### src/rtl/irq_pending_ctrl_pkg.sv
// Shared constants, state encoding and priority helper for the interrupt
// pending front-end.
package irq_pending_ctrl_pkg;

    localparam int N_DEF  = 8;
    localparam int W_DEF  = 3;
    localparam int CW_DEF = 8;

    typedef enum logic [0:0] {
        IDLE    = 1'b0,
        PRESENT = 1'b1
    } state_e;

    // MSB-first: a later (higher) set bit overrides any lower one.
    function automatic logic [W_DEF-1:0] idx_of_highest(input logic [N_DEF-1:0] vec);
        logic [W_DEF-1:0] idx;
        idx = {W_DEF{1'b0}};
        for (int i = 0; i < N_DEF; i++) begin
            idx = vec[i] ? W_DEF'(i) : idx;
        end
        return idx;
    endfunction

endpackage

### src/rtl/irq_pending_ctrl_prio_sel.sv
// Combinational MSB-first priority encoder with a valid flag.
module irq_pending_ctrl_prio_sel #(
    parameter int N = 8,
    parameter int W = 3
) (
    input  logic [N-1:0] vec,
    output logic [W-1:0] idx,
    output logic         valid
);

    // Ascending scan so the highest set bit is the last to take effect.
    always_comb begin
        idx   = {W{1'b0}};
        valid = 1'b0;
        for (int i = 0; i < N; i++) begin
            idx   = vec[i] ? W'(i) : idx;
            valid = valid | vec[i];
        end
    end

endmodule

### src/rtl/irq_pending_ctrl.sv
// Request front-end: edge detect, pending latch with mask, MSB-first grant
// over a valid/ack handshake, and a saturating count of lost edges.
module irq_pending_ctrl
    import irq_pending_ctrl_pkg::*;
#(
    parameter int N  = N_DEF,
    parameter int W  = W_DEF,
    parameter int CW = CW_DEF
) (
    input  logic          clk,
    input  logic          rst,
    input  logic          en,
    input  logic [N-1:0]  irq_in,
    input  logic [N-1:0]  mask,
    output logic          req_valid,
    output logic [W-1:0]  req_id,
    input  logic          req_ack,
    output logic [N-1:0]  pending,
    output logic [CW-1:0] drop_cnt
);

    localparam int PW = $clog2(N + 1);

    state_e          state;
    logic [N-1:0]    irq_d;
    logic [N-1:0]    rise;
    logic [N-1:0]    clr;
    logic [N-1:0]    drops;
    logic [N-1:0]    cand;
    logic [W-1:0]    sel_id;
    logic            sel_valid;
    logic [PW-1:0]   drop_num;
    logic [CW+PW-1:0] cnt_sum;
    logic [CW-1:0]   cnt_next;

    assign rise  = irq_in & ~irq_d;
    assign cand  = pending & ~mask;
    // An edge landing on the bit being cleared re-arms it rather than dropping.
    assign drops = rise & pending & ~clr;

    irq_pending_ctrl_prio_sel #(
        .N(N),
        .W(W)
    ) u_prio_sel (
        .vec  (cand),
        .idx  (sel_id),
        .valid(sel_valid)
    );

    // One-hot clear of the acknowledged line.
    always_comb begin
        clr = {N{1'b0}};
        if (req_valid && req_ack) begin
            clr[req_id] = 1'b1;
        end else begin
            clr = {N{1'b0}};
        end
    end

    // Popcount of lost edges and saturating counter update.
    always_comb begin
        drop_num = {PW{1'b0}};
        for (int i = 0; i < N; i++) begin
            drop_num = drop_num + PW'(drops[i]);
        end
        cnt_sum = {{PW{1'b0}}, drop_cnt} + {{CW{1'b0}}, drop_num};
        if (cnt_sum > {{PW{1'b0}}, {CW{1'b1}}}) begin
            cnt_next = {CW{1'b1}};
        end else begin
            cnt_next = cnt_sum[CW-1:0];
        end
    end

    // Edge-detect history, pending latch and drop counter.
    always_ff @(posedge clk or posedge rst) begin
        if (rst) begin
            irq_d    <= {N{1'b0}};
            pending  <= {N{1'b0}};
            drop_cnt <= {CW{1'b0}};
        end else begin
            irq_d    <= irq_in;
            pending  <= (pending & ~clr) | rise;
            drop_cnt <= cnt_next;
        end
    end

    // Grant FSM; req_id is frozen for the whole PRESENT phase.
    always_ff @(posedge clk or posedge rst) begin
        if (rst) begin
            state     <= IDLE;
            req_valid <= 1'b0;
            req_id    <= {W{1'b0}};
        end else begin
            case (state)
                IDLE: begin
                    if (en && sel_valid) begin
                        state     <= PRESENT;
                        req_valid <= 1'b1;
                        req_id    <= sel_id;
                    end else begin
                        state     <= IDLE;
                        req_valid <= 1'b0;
                    end
                end
                PRESENT: begin
                    if (req_ack) begin
                        state     <= IDLE;
                        req_valid <= 1'b0;
                    end else begin
                        state     <= PRESENT;
                        req_valid <= 1'b1;
                    end
                end
                default: begin
                    state     <= IDLE;
                    req_valid <= 1'b0;
                end
            endcase
        end
    end

endmodule
### config.mk
export PLATFORM = sky130hd
export DESIGN_NAME = irq_pending_ctrl
export DESIGN_NICKNAME = d
export VERILOG_FILES = /design/src/rtl/irq_pending_ctrl_pkg.sv /design/src/rtl/irq_pending_ctrl_prio_sel.sv /design/src/rtl/irq_pending_ctrl.sv
export SDC_FILE = /design/constraint.sdc
export NUM_CORES = 1
export LEC_CHECK = 0
export ABC_AREA = 1
export CORE_ASPECT_RATIO = 0.8
export CORE_MARGIN = 3
export CORE_UTILIZATION = 50
export DETAILED_ROUTE_END_ITERATION = 8
export DONT_BUFFER_PORTS = 1
export MAX_ROUTING_LAYER = met4
export SYNTH_ARGS = -nofsm -noshare
export SYNTH_HDL_FRONTEND = slang
export SYNTH_HIERARCHICAL = 1
export SYNTH_SLANG_ARGS = --single-unit
### constraint.sdc
create_clock -name clk -period 5 [get_ports clk]
set_clock_uncertainty 0.05 [all_clocks]
set_input_delay 0.5 -clock clk [delete_from_list [all_inputs] [get_ports clk]]
set_output_delay 0.5 -clock clk [all_outputs]
set_load 0.1 [all_outputs]
Yosys cells after proc, flatten, opt, wreduce, memory -nomap -nowiden

Cells that the tools add are included.

Add/sub/neg operators: 8
Reduce and logical (&&, ||, !) cells: 4
Mux-type cells: 14
Bitwise operators: 17
Magnitude comparators: 3

Operators by type and width:

| operator           | count |
|---|---|
| $and 8x8->8        | 5 |
| $not 8->8          | 3 |
| $mux 3             | 6 |
| $add 4x1->4        | 4 |
| $mux 8             | 2 |
| $add 8x4->9        | 1 |
| $gt 9x8->1 const B | 1 |
| $or 8x8->8         | 1 |
| $or 1x1->1         | 7 |
| $add 3x1->4        | 1 |
| $lt 3x4->1 const B | 1 |
| $mux 1             | 4 |
| $add 2x1->3        | 1 |
| $demux 1 s3        | 1 |
| $ge 3x1->1 const B | 1 |
| $logic_and 1x1->1  | 3 |
| $add 1x1->2        | 1 |
| $pmux 1 s2         | 1 |
| $reduce_and 2->1   | 1 |
| $not 1->1          | 1 |

Output and inout port bits: 20
Bits in registers: 28
Input bits: 20
Logic and storage cells: 51

Logic depth before layout (Yosys ltp)

Gate-level depths: netlist of run 1.

Depth after elaboration: 17
Gate-level depth with buffers: 19
Gate-level depth less buffers: 19

Modules after synthesis

Netlist of run 1, hierarchy kept.

By module, submodules not included:

| module                    | times used | seq. area each (um^2) | cells an instance | area an instance (um^2) |
|---|---|---|---|---|
| irq_pending_ctrl          | 1          | 700.7                 | 168               | 1457.6 |
| irq_pending_ctrl_prio_sel | 1          | 0.0                   | 20                | 77.6 |

Worst setup path after synthesis of run 1

No wires, ideal clock.

Kind: register to register
From: reg, netlist name state
To: reg drop_cnt[6]
Data required time: 4827 ps
Cell stages (with the launch flop): 20
Path buffers: 0
Library setup time: 123 ps
Arrival time: 4281 ps
Clock period less this slack: 4455 ps
Setup slack: 545 ps
Cells stage by stage: dfrtp_1 nand2_1 nor2_2 nand2_1 nand2_1 nor3_1 fa_1 inv_1 fa_1 inv_1 fa_1 fa_1 inv_1 fa_1 inv_1 nand3_1 nand2_2 nand3_1 nand2_1 nand2_1

RTL lines:

| what                 | line                   | RTL |
|---|---|---|
| to (signal assigned) | irq_pending_ctrl.sv:79 | `drop_cnt <= {CW{1'b0}};` |
| to (signal assigned) | irq_pending_ctrl.sv:83 | `drop_cnt <= cnt_next;` |
| to (decl)            | irq_pending_ctrl.sv:19 | `output logic [CW-1:0] drop_cnt` |

Worst setup path after layout of run 1

From: reg req_id[1]
To: reg drop_cnt[2]

Longest elaborated chain between the ends: 17
Elaborated cells between the ends (all ways): 18

RTL lines:

| what                                                                  | line                   | RTL |
|---|---|---|
| from (decl)                                                           | irq_pending_ctrl.sv:16 | `output logic [W-1:0] req_id,` |
| from (signal assigned)                                                | irq_pending_ctrl.sv:92 | `req_id <= {W{1'b0}};` |
| from (signal assigned)                                                | irq_pending_ctrl.sv:99 | `req_id <= sel_id;` |
| $lt 3x4->1 (implied by the code) / $ge 3x1->1 (equally long branches) | irq_pending_ctrl.sv:54 | `clr[req_id] = 1'b1;` |
| $logic_and 1x1->1 (implied by the code)                               | irq_pending_ctrl.sv:54 |  |
| $mux 1 (implied by the code)                                          | irq_pending_ctrl.sv:54 |  |
| $demux 1 s3 (*)                                                       | irq_pending_ctrl.sv:54 |  |
| $mux 8 (*)                                                            | irq_pending_ctrl.sv:53 | `if (req_valid && req_ack) begin` |
| $not 8->8 (*)                                                         | irq_pending_ctrl.sv:39 | `assign drops = rise & pending & ~clr;` |
| $and 8x8->8 (*)                                                       | irq_pending_ctrl.sv:39 |  |
| $add 1x1->2                                                           | irq_pending_ctrl.sv:64 | `drop_num = drop_num + PW'(drops[i]);` |
| $add 2x1->3                                                           | irq_pending_ctrl.sv:64 |  |
| $add 3x1->4                                                           | irq_pending_ctrl.sv:64 |  |
| $add 4x1->4 (3 in a row)                                              | irq_pending_ctrl.sv:64 |  |
| $add 4x1->4 (*)                                                       | irq_pending_ctrl.sv:64 |  |
| $add 8x4->9 (*)                                                       | irq_pending_ctrl.sv:66 | `cnt_sum = {{PW{1'b0}}, drop_cnt} + {{CW{1'b0}}, drop_num};` |
| $gt 9x8->1                                                            | irq_pending_ctrl.sv:67 | `if (cnt_sum > {{PW{1'b0}}, {CW{1'b1}}}) begin` |
| $mux 8 (*)                                                            | irq_pending_ctrl.sv:67 |  |
| named net cnt_next[2]                                                 | irq_pending_ctrl.sv:34 | `logic [CW-1:0] cnt_next;` |

Mark *: on every way through the listed nets, which the timed path passes. The rest lies on a longest branch.
A chain may end at the register's enable or synchronous reset.

==> metrics.csv, run 1 <==
metric;value;unit
synthCells;188;
setup_tns;0;ns
drcViolationCount;0;
grt_max_degree;29;
min_period;4.19;ns
p_leak;0.967;nW
dieArea;3780;µm²
hold_buffers;0;
final_nets;234;
hold_violations;0;
hold_end;irq_d[2];
min_path_cells;0;
dr.first_iter.drc_count;48;
required;5.13;ns
cts_max_path_buffers;2;
worstMarginPinSlew;1.10;ns
port-buffer-count;0;
crit_fanout;8;
min_period_over_period;0.838;
regToRegSetupSlack;0.81;ns
post_cts_buffers;0;
clock_latency;0.28;ns
ant_nets;0;
met3_usage;0.0691;
rsz0062_at_grt;false;
max-cap-violations;0;
relSlewSlack;0.269;
rr_worst_depth;18;
rr_endpoint;drop_cnt[2];
coreArea;2850;µm²
hpwl;2670;µm
report.final.slew_viol_count;0;
setup_viol;0;
critPathKind;reg2reg;
synth_nets;219;
outcome;completed;
powerDensity;718;nW/µm²
io_pins;40;
dpl_worst_slack;0.854;ns
syn_to_final_growth;11.6;%
clock-sinks;28;
timing.rr.start;req_id[1];
min_from;irq_in[2];
fmax;0.239;GHz
grt_pass1_wl;5560;µm
yosysWarnings;6;
endpoint_kind;flop;
grt-ovfl-total;0;
setup_ws;0.808;ns
drive_gt1_frac;0.0941;
ys_types;18;
die_w;68.0;µm
ctsResizeCount;0;
via_per_inst;4.93;
use_met1;0.291;
layout_commonest_cell;nand2_1;
grt_busiest_layer;met1;
firstDrtPassIters;4;
grt_use_total;0.203;
grt.met2_usage;0.273;
place_congestion;0.824;
peakVddDrop;0.000473;V
cts_buffers;3;
initial_utilization;0.539;
wl_per_cell;13.5;µm
syn_area;1540;µm²
rows;17;
clk_pin_slew;0.09;ns
n_antenna_cell;0;
syn_area_per_cell;8.17;µm²
h-tree-depth;1;
most-common-layout-cells;nand2_1 (45), inv_1 (41), dfrtp_1 (28);
fillers;271;
grt_pass1_vias;1150;
fp.dieH;55.6;µm
min_path_type;in2reg;
antenna_found_initial;0;
ys_seq_elements;28;
ys_seq_area_frac;0.456;
worstPathArrival;4.32;ns
start_kind;flop;
routed_wl;3240;µm
vias;1184;
root_buffer;clkbuf_8;
cts_tree;done;
[power breakdown]
group          total [mW]  internal, mW  switching (mW)  leakage [nW]
Sequential          0.555         0.276           0.279         0.298
Combinational       0.536         0.165           0.372         0.640
Clock               0.139        0.0705          0.0686        0.0288
[per-layer routing]
metal / wire length (µm) / vias to the layer above
met1: 1530 / 531
li1: - / 608
met4: 47 / 0
met3: 295 / 5
met2: 1360 / 40
met5: 0 / -
[area by class of cell]
cell class                 instances  area (µm²)  share of cell area
sequential                        28         701               0.409
multi-input combinational        119         681               0.397
inverter                          41         154              0.0898
timing repair buffer              10        75.1              0.0438
clock buffer                       4        55.1              0.0321
tap                               38        47.5              0.0278
[cells in the mapped netlist (all sizes together)]
master	count	area share
nand4	4	0.026
o21ai	11	0.036
ha	6	0.049
nor3	8	0.026
nand3	11	0.036
inv	41	0.10
a21o	1	0.0049
a22o	1	0.0057
fa	5	0.065
xnor2	2	0.011
dfrtp	28	0.46
nand2	46	0.11
a21oi	3	0.0098
mux2	1	0.0073
nor2	20	0.052
[worst max-delay path by stage]
stage                    from  cells past startpoint  slack [ns]     endpoint
finish              req_id[1]                     18        0.81  drop_cnt[2]
global route        req_id[1]                     18        0.58  drop_cnt[2]
CTS                 req_id[1]                     18        0.80  drop_cnt[2]
floorplan               state                     19        0.55  drop_cnt[6]
detailed placement  req_id[1]                     18        0.85  drop_cnt[2]
global placement    req_id[1]                     18        0.85  drop_cnt[2]
[flip-flops by register name (all words and copies together) (netlist names)]
| signal | flops |
|---|---|
| state | 1 |
| req_id | 3 |
| irq_d | 8 |
| drop_cnt | 8 |
| pending | 8 |
[cell families after synthesis]
group | after synthesis | synth area share
compound gates | 16 | 0.0562
xor+xnor | 2 | 0.0114
mux | 1 | 0.00733
simple gates | 89 | 0.254
fa+ha+maj | 11 | 0.114
buf+inv | 41 | 0.100
flops | 28 | 0.456
[worst max-delay path, stage by stage, from the launching register on]
cell,delay (ns)
dfrtp_1,0.38
buf_4,0.24
nor2_1,0.17
nand2_1,0.08
nand2_1,0.07
nor3_1,0.06
fa_1,0.51
inv_1,0.06
fa_1,0.54
inv_1,0.06
fa_1,0.56
fa_1,0.23
inv_1,0.07
fa_1,0.38
inv_1,0.08
nand3_1,0.07
nand2_2,0.14
nand4_4,0.15
o21ai_0,0.20
[stage by stage]
stage | area (µm²) | power (mW) | instances | utilization | hold slack (ns)
after global placement | 1660 | 1.09 | 236 | 0.582 | 0.387
after CTS | 1710 | 1.24 | 240 | 0.601 | 0.183
after floorplan | 1540 | 0.976 | 188 | - | 0.376
after global routing | 1710 | 1.32 | 240 | 0.601 | 0.177
after detailed placement | 1660 | 1.10 | 236 | 0.582 | 0.394
final | 1710 | 1.23 | 240 | 0.601 | 0.192
No activity file was read; power rests on OpenSTA's default activity.
==> inputs of run 2 (changes only) <==
--- a/config.mk
+++ b/config.mk
@@ -12,6 +12,7 @@
 export DETAILED_ROUTE_END_ITERATION = 8
 export DONT_BUFFER_PORTS = 1
 export MAX_ROUTING_LAYER = met4
+export PLACE_DENSITY = 0.68
 export SYNTH_ARGS = -nofsm -noshare
 export SYNTH_HDL_FRONTEND = slang
 export SYNTH_HIERARCHICAL = 1
==> constraint.sdc (replaced) <==
create_clock -name clk -period 3.6 [get_ports clk]
set_clock_uncertainty 0.05 [all_clocks]
set_input_delay 0.36 -clock clk [delete_from_list [all_inputs] [get_ports clk]]
set_output_delay 0.36 -clock clk [all_outputs]
set_load 0.1 [all_outputs]
==> run 2 against run 1 <==
Net effect: the run now ends with setup timing left; sequential power is 6.1% lower; via count is 5.8% higher; design area is 12% higher; clock-buffer cell count is 1 lower; first-iteration DRC count is 29% higher; worst setup slack worse by 0.96 ns; worst hold slack worse by 0.14 ns; flip-flop and latch count stayed put; utilization is 7.4 points higher; wire length is 4.6% higher.
==> metrics.csv, run 2 (synthesized netlist as in run 1, its figures left out) <==
metric;value;unit
hold_end;irq_d[1];
outcome;finished with violations;
hpwl;2810;µm
ant_nets;0;
cts_buffers;3;
min_path_type;in2reg;
violations;setup timing;
endpoint_kind;flop;
via_per_inst;4.93;
clock-sinks;28;
crit_slowest_cell;fa_1;
peakVddDrop;0.000817;V
dp_cells;248;
p_total;1.94;mW
cts_max_path_buffers;2;
powerDensity;1010;nW/µm²
hold_violations;0;
grt_use_total;0.209;
min_period_over_period;1.04;
syn_to_final_growth;25.3;%
final_nets;248;
root_buffer;clkbuf_8;
coreArea;2850;µm²
rows;17;
grt_pass1_vias;1254;
crit_fanout;3;
cp_top_family;adder cells;
grt-ovfl-total;0;
port-buffer-count;0;
multi_input_area;754;µm²
finalNonFillerCells;254;
clock_latency;0.27;ns
min_period;3.75;ns
h-tree-depth;1;
layout_commonest_cell;nand2_1;
stdcell_area;1920;µm²
critPathKind;reg2reg;
dieArea;3780;µm²
fillers;250;
setup_viol;8;
fin_util;0.675;
worstMarginPinSlew;1.03;ns
drive_gt1_frac;0.269;
clk_pin_slew;0.10;ns
io_pins;40;
vias;1253;
cp_cell_sequence;nor2_4 > nand2_1 > nand2_1 > nor3_2 > fa_1 > inv_1 > fa_1 > inv_2 > fa_1 > fa_2 > inv_2 > fa_2 > inv_2 > nand3_2 > nand2_4 > buf_4 > xnor2_1 > nand2_1;
grt_pass1_wl;5880;µm
report.final.slew_viol_count;0;
p_leak;1.04;nW
initial_utilization;0.539;
firstDrtPassIters;4;
start_kind;flop;
fp.dieH;55.6;µm
wl_per_cell;13.3;µm
die_w;68.0;µm
place_area;1810;µm²
rr_endpoint;drop_cnt[4];
required;3.71;ns
drcViolationCount;0;
setup_tns;-0.984;ns
grt_max_degree;29;
antenna_found_initial;0;
rsz0062_at_grt;true;
fmax;0.267;GHz
place_congestion;0.887;
most-common-layout-cells;nand2_1 (39), inv_1 (37), buf_4 (24);
top_regs;drop_cnt (8), irq_d (8), pending (8);
min_from;irq_in[1];
regArea;716;µm²
timing.rr.start;req_id[2];
rr_worst_depth;18;
worstPathArrival;3.86;ns
crit_buf_inv;5;
slowest_delay;0.55;ns
setup_ws;-0.148;ns
cts_tree;done;
max-cap-violations;0;
routed_wl;3390;µm
regToRegSetupSlack;-0.15;ns
relSlewSlack;0.312;
dr.first_iter.drc_count;62;
min_path_cells;0;
n_antenna_cell;0;
## run 2: through the flow
stage	setup WS [ns]	hold WS, ns
3_3_place_gp	-0.0204	0.342
3_5_place_dp	-0.133	0.342
2_1_floorplan	-0.169	0.341
4_1_cts	-0.110	0.0525
6_report	-0.148	0.0559
5_1_grt	-0.296	0.0329
## run 2: what timing repair did
action / CTS / global route
setup endpoints to repair: 8 / 8
pin swaps: 6 / 9
hold buffers: 0 / 0
resized for setup: 6 / 5
setup buffers: 1 / 1
## run 2: per-layer routing
layer  track usage  vias up  routed length (µm)
met5             -        -                   0
met4        0.0255        0                  18
met3        0.0508        2                 246
met2         0.299       40                1550
met1         0.309      576                1570
li1              -      635                   -
## run 2: worst max-delay path by stage
stage               startpoint          end  slack, ns  cells past startpoint
floorplan                state  drop_cnt[2]      -0.17                     18
global placement     req_id[2]  drop_cnt[1]      -0.02                     17
detailed placement   req_id[2]  drop_cnt[2]      -0.13                     17
CTS                      state  drop_cnt[1]      -0.11                     18
global route         req_id[2]  drop_cnt[3]      -0.30                     17
finish               req_id[2]  drop_cnt[4]      -0.15                     18
## run 2: power breakdown
| group | switching (mW) | internal (mW) |
|---|---|---|
| Sequential | 0.126 | 0.395 |
| Combinational | 0.850 | 0.326 |
| Clock | 0.0933 | 0.149 |
| Total | 1.07 | 0.870 |
## run 2: area by class of cell
cell class,instances,area share
sequential,28,0.372
tap,38,0.0247
clock inverter,1,0.0156
inverter,41,0.0800
multi-input combinational,119,0.392
clock buffer,3,0.0215
timing repair buffer,24,0.0937
## run 2: worst reg2reg max path: stages, from the launching register on
cell     delay [ns]
dfrtp_4        0.52
nor2_4         0.11
nand2_1        0.05
nand2_1        0.09
nor3_2         0.05
fa_1           0.49
inv_1          0.05
fa_1           0.49
inv_2          0.05
fa_1           0.55
fa_2           0.23
inv_2          0.04
fa_2           0.34
inv_2          0.07
nand3_2        0.08
nand2_4        0.10
buf_4          0.12
xnor2_1        0.10
nand2_1        0.07
==> inputs of run 3 (changes only) <==
--- a/config.mk
+++ b/config.mk
@@ -8,11 +8,10 @@
 export ABC_AREA = 1
 export CORE_ASPECT_RATIO = 0.8
 export CORE_MARGIN = 3
-export CORE_UTILIZATION = 50
+export CORE_UTILIZATION = 40
 export DETAILED_ROUTE_END_ITERATION = 8
 export DONT_BUFFER_PORTS = 1
 export MAX_ROUTING_LAYER = met4
-export PLACE_DENSITY = 0.68
 export SYNTH_ARGS = -nofsm -noshare
 export SYNTH_HDL_FRONTEND = slang
 export SYNTH_HIERARCHICAL = 1
==> run 3 against run 2 <==
Net effect: the flow still finishes with violations (setup timing); via count grew 0.88%; global-route usage shrank 5.1 points; critical path depth is the same; critical endpoint is now drop_cnt[1]; largest cell class unchanged.
==> metrics.csv, run 3 (synthesized netlist as in run 1, its figures left out) <==
metric;value;unit
pwr-share-seq;0.316;
grt-ovfl-total;0;
clock_latency;0.27;ns
fmax;0.274;GHz
final_nets;247;
place_congestion;0.879;
stdcell_area;1890;µm²
endpoint_kind;flop;
drcViolationCount;0;
h-tree-depth;1;
p_leak;1.03;nW
vias;1264;
powerDensity;950;nW/µm²
layout_commonest_cell;nand2_1;
min_period_over_period;1.01;
dr.first_iter.drc_count;45;
min_period;3.65;ns
p_comb_frac;0.593;
n_antenna_cell;0;
worstMarginPinSlew;1.09;ns
grt_busiest_layer;met2;
drive_gt1_frac;0.266;
peakVddDrop;0.000585;V
ant_nets;0;
hpwl;2740;µm
intPower;771;µW
firstDrtPassIters;4;
worstPathArrival;3.80;ns
cts_max_path_buffers;2;
hold_violations;0;
initial_utilization;0.431;
fp.dieH;61.4;µm
multi_input_area;757;µm²
grt.met2_usage;0.233;
antenna_found_initial;0;
net-switching-power;1.03;mW
rsz0062_at_grt;true;
report.final.slew_viol_count;0;
outcome;finished with violations;
wl_per_cell;13.2;µm
dieArea;4620;µm²
top_regs;drop_cnt (8), irq_d (8), pending (8);
via_per_inst;4.94;
use_met1;0.213;
die_w;75.3;µm
io_pins;40;
setup_tns;-0.287;ns
port-buffer-count;0;
grt_use_total;0.158;
required;3.76;ns
fillers;330;
root_buffer;clkbuf_8;
netSwitchingFraction;0.571;
holdWs;0.0583;ns
most-common-layout-cells;nand2_1 (39), inv_1 (37), buf_4 (23);
place_area;1800;µm²
grt_pass1_wl;5220;µm
grt_max_degree;29;
crit_fanout;8;
regArea;716;µm²
rows;19;
p_total;1.80;mW
relSlewSlack;0.272;
min_path_type;in2reg;
met3_usage;0.0506;
start_kind;flop;
cts_buffers;3;
coreArea;3570;µm²
cts_tree;done;
critPathKind;reg2reg;
setup_ws;-0.0473;ns
clk_pin_slew;0.09;ns
setup_viol;8;
syn_to_final_growth;23.3;%
grt_pass1_vias;1179;
routed_wl;3380;µm
max-cap-violations;0;
violations;setup timing;
clkPwrFrac;0.092;
clock-sinks;28;
run 3: cell types whose count changed in the layout (fill, tap and decap cells not counted), sizes merged:
cell,change
buf,-1
bufinv,-1
run 3: worst paths after layout:
| path | from | end | slack [ns] | cells past startpoint |
|---|---|---|---|---|
| setup / recovery | state | drop_cnt[1] | -0.05 | 18 |
| hold / removal | irq_in[1] | irq_d[1] | 0.06 | 0 |
| setup reg to reg | state | drop_cnt[1] | -0.05 | 18 |
| hold reg to reg | irq_d[1] | pending[1] | 0.41 | 1 |
| max in group asynchronous | rst | state | 2.55 | 1 |
| min in group asynchronous | rst | req_id[2] | 0.18 | 1 |
run 3: final cells by class:
| type | count | share of cell area |
|---|---|---|
| multi-input combinational | 119 | 0.400 |
| sequential | 28 | 0.378 |
| timing repair buffer | 23 | 0.0912 |
| inverter | 41 | 0.0813 |
| tap | 42 | 0.0278 |
| clock buffer | 3 | 0.0218 |
run 3: timing repair:
action                     in CTS  in global routing
resized for setup               3                  8
setup buffers                   1                  1
setup endpoints to repair       8                  8
hold buffers                    0                  0
pin swaps                       6                  3
run 3: power by group through the flow:
stage | sequential [mW] | combinational [mW] | clock (mW)
2_1_floorplan | 0.958 | 0.429 | 0
3_3_place_gp | 0.569 | 1.02 | 0
3_5_place_dp | 0.571 | 1.03 | 0
4_1_cts | 0.565 | 1.05 | 0.171
5_1_grt | 0.576 | 1.17 | 0.182
6_report | 0.568 | 1.07 | 0.165
run 3: per-layer routing:
layer | wire (µm) | vias to the layer above
li1 | - | 633
met1 | 1610 | 599
met2 | 1510 | 30
met3 | 245 | 2
met4 | 19 | 0
met5 | 0 | -
run 3: worst max-delay path: stages (launching register included):
cell and delay (ns):
dfrtp_4 0.43, nand2_4 0.06, nor2_4 0.14, nand2_2 0.07
nand2_2 0.06, nor3_2 0.05, fa_1 0.51, inv_2 0.04
fa_1 0.47, inv_1 0.05, fa_1 0.49, fa_2 0.21
inv_2 0.04, fa_2 0.36, inv_2 0.07, nand3_2 0.07
nand2_4 0.11, nand4_4 0.14, nand2_1 0.14
run 3: through the flow:
stage | setup WS [ns] | util | instances
after floorplan | -0.169 | - | 188
after global placement | 0.00277 | 0.506 | 251
after detailed placement | -0.0568 | 0.506 | 251
after CTS | -0.0281 | 0.522 | 255
after global routing | -0.256 | 0.531 | 256
final | -0.0473 | 0.531 | 256
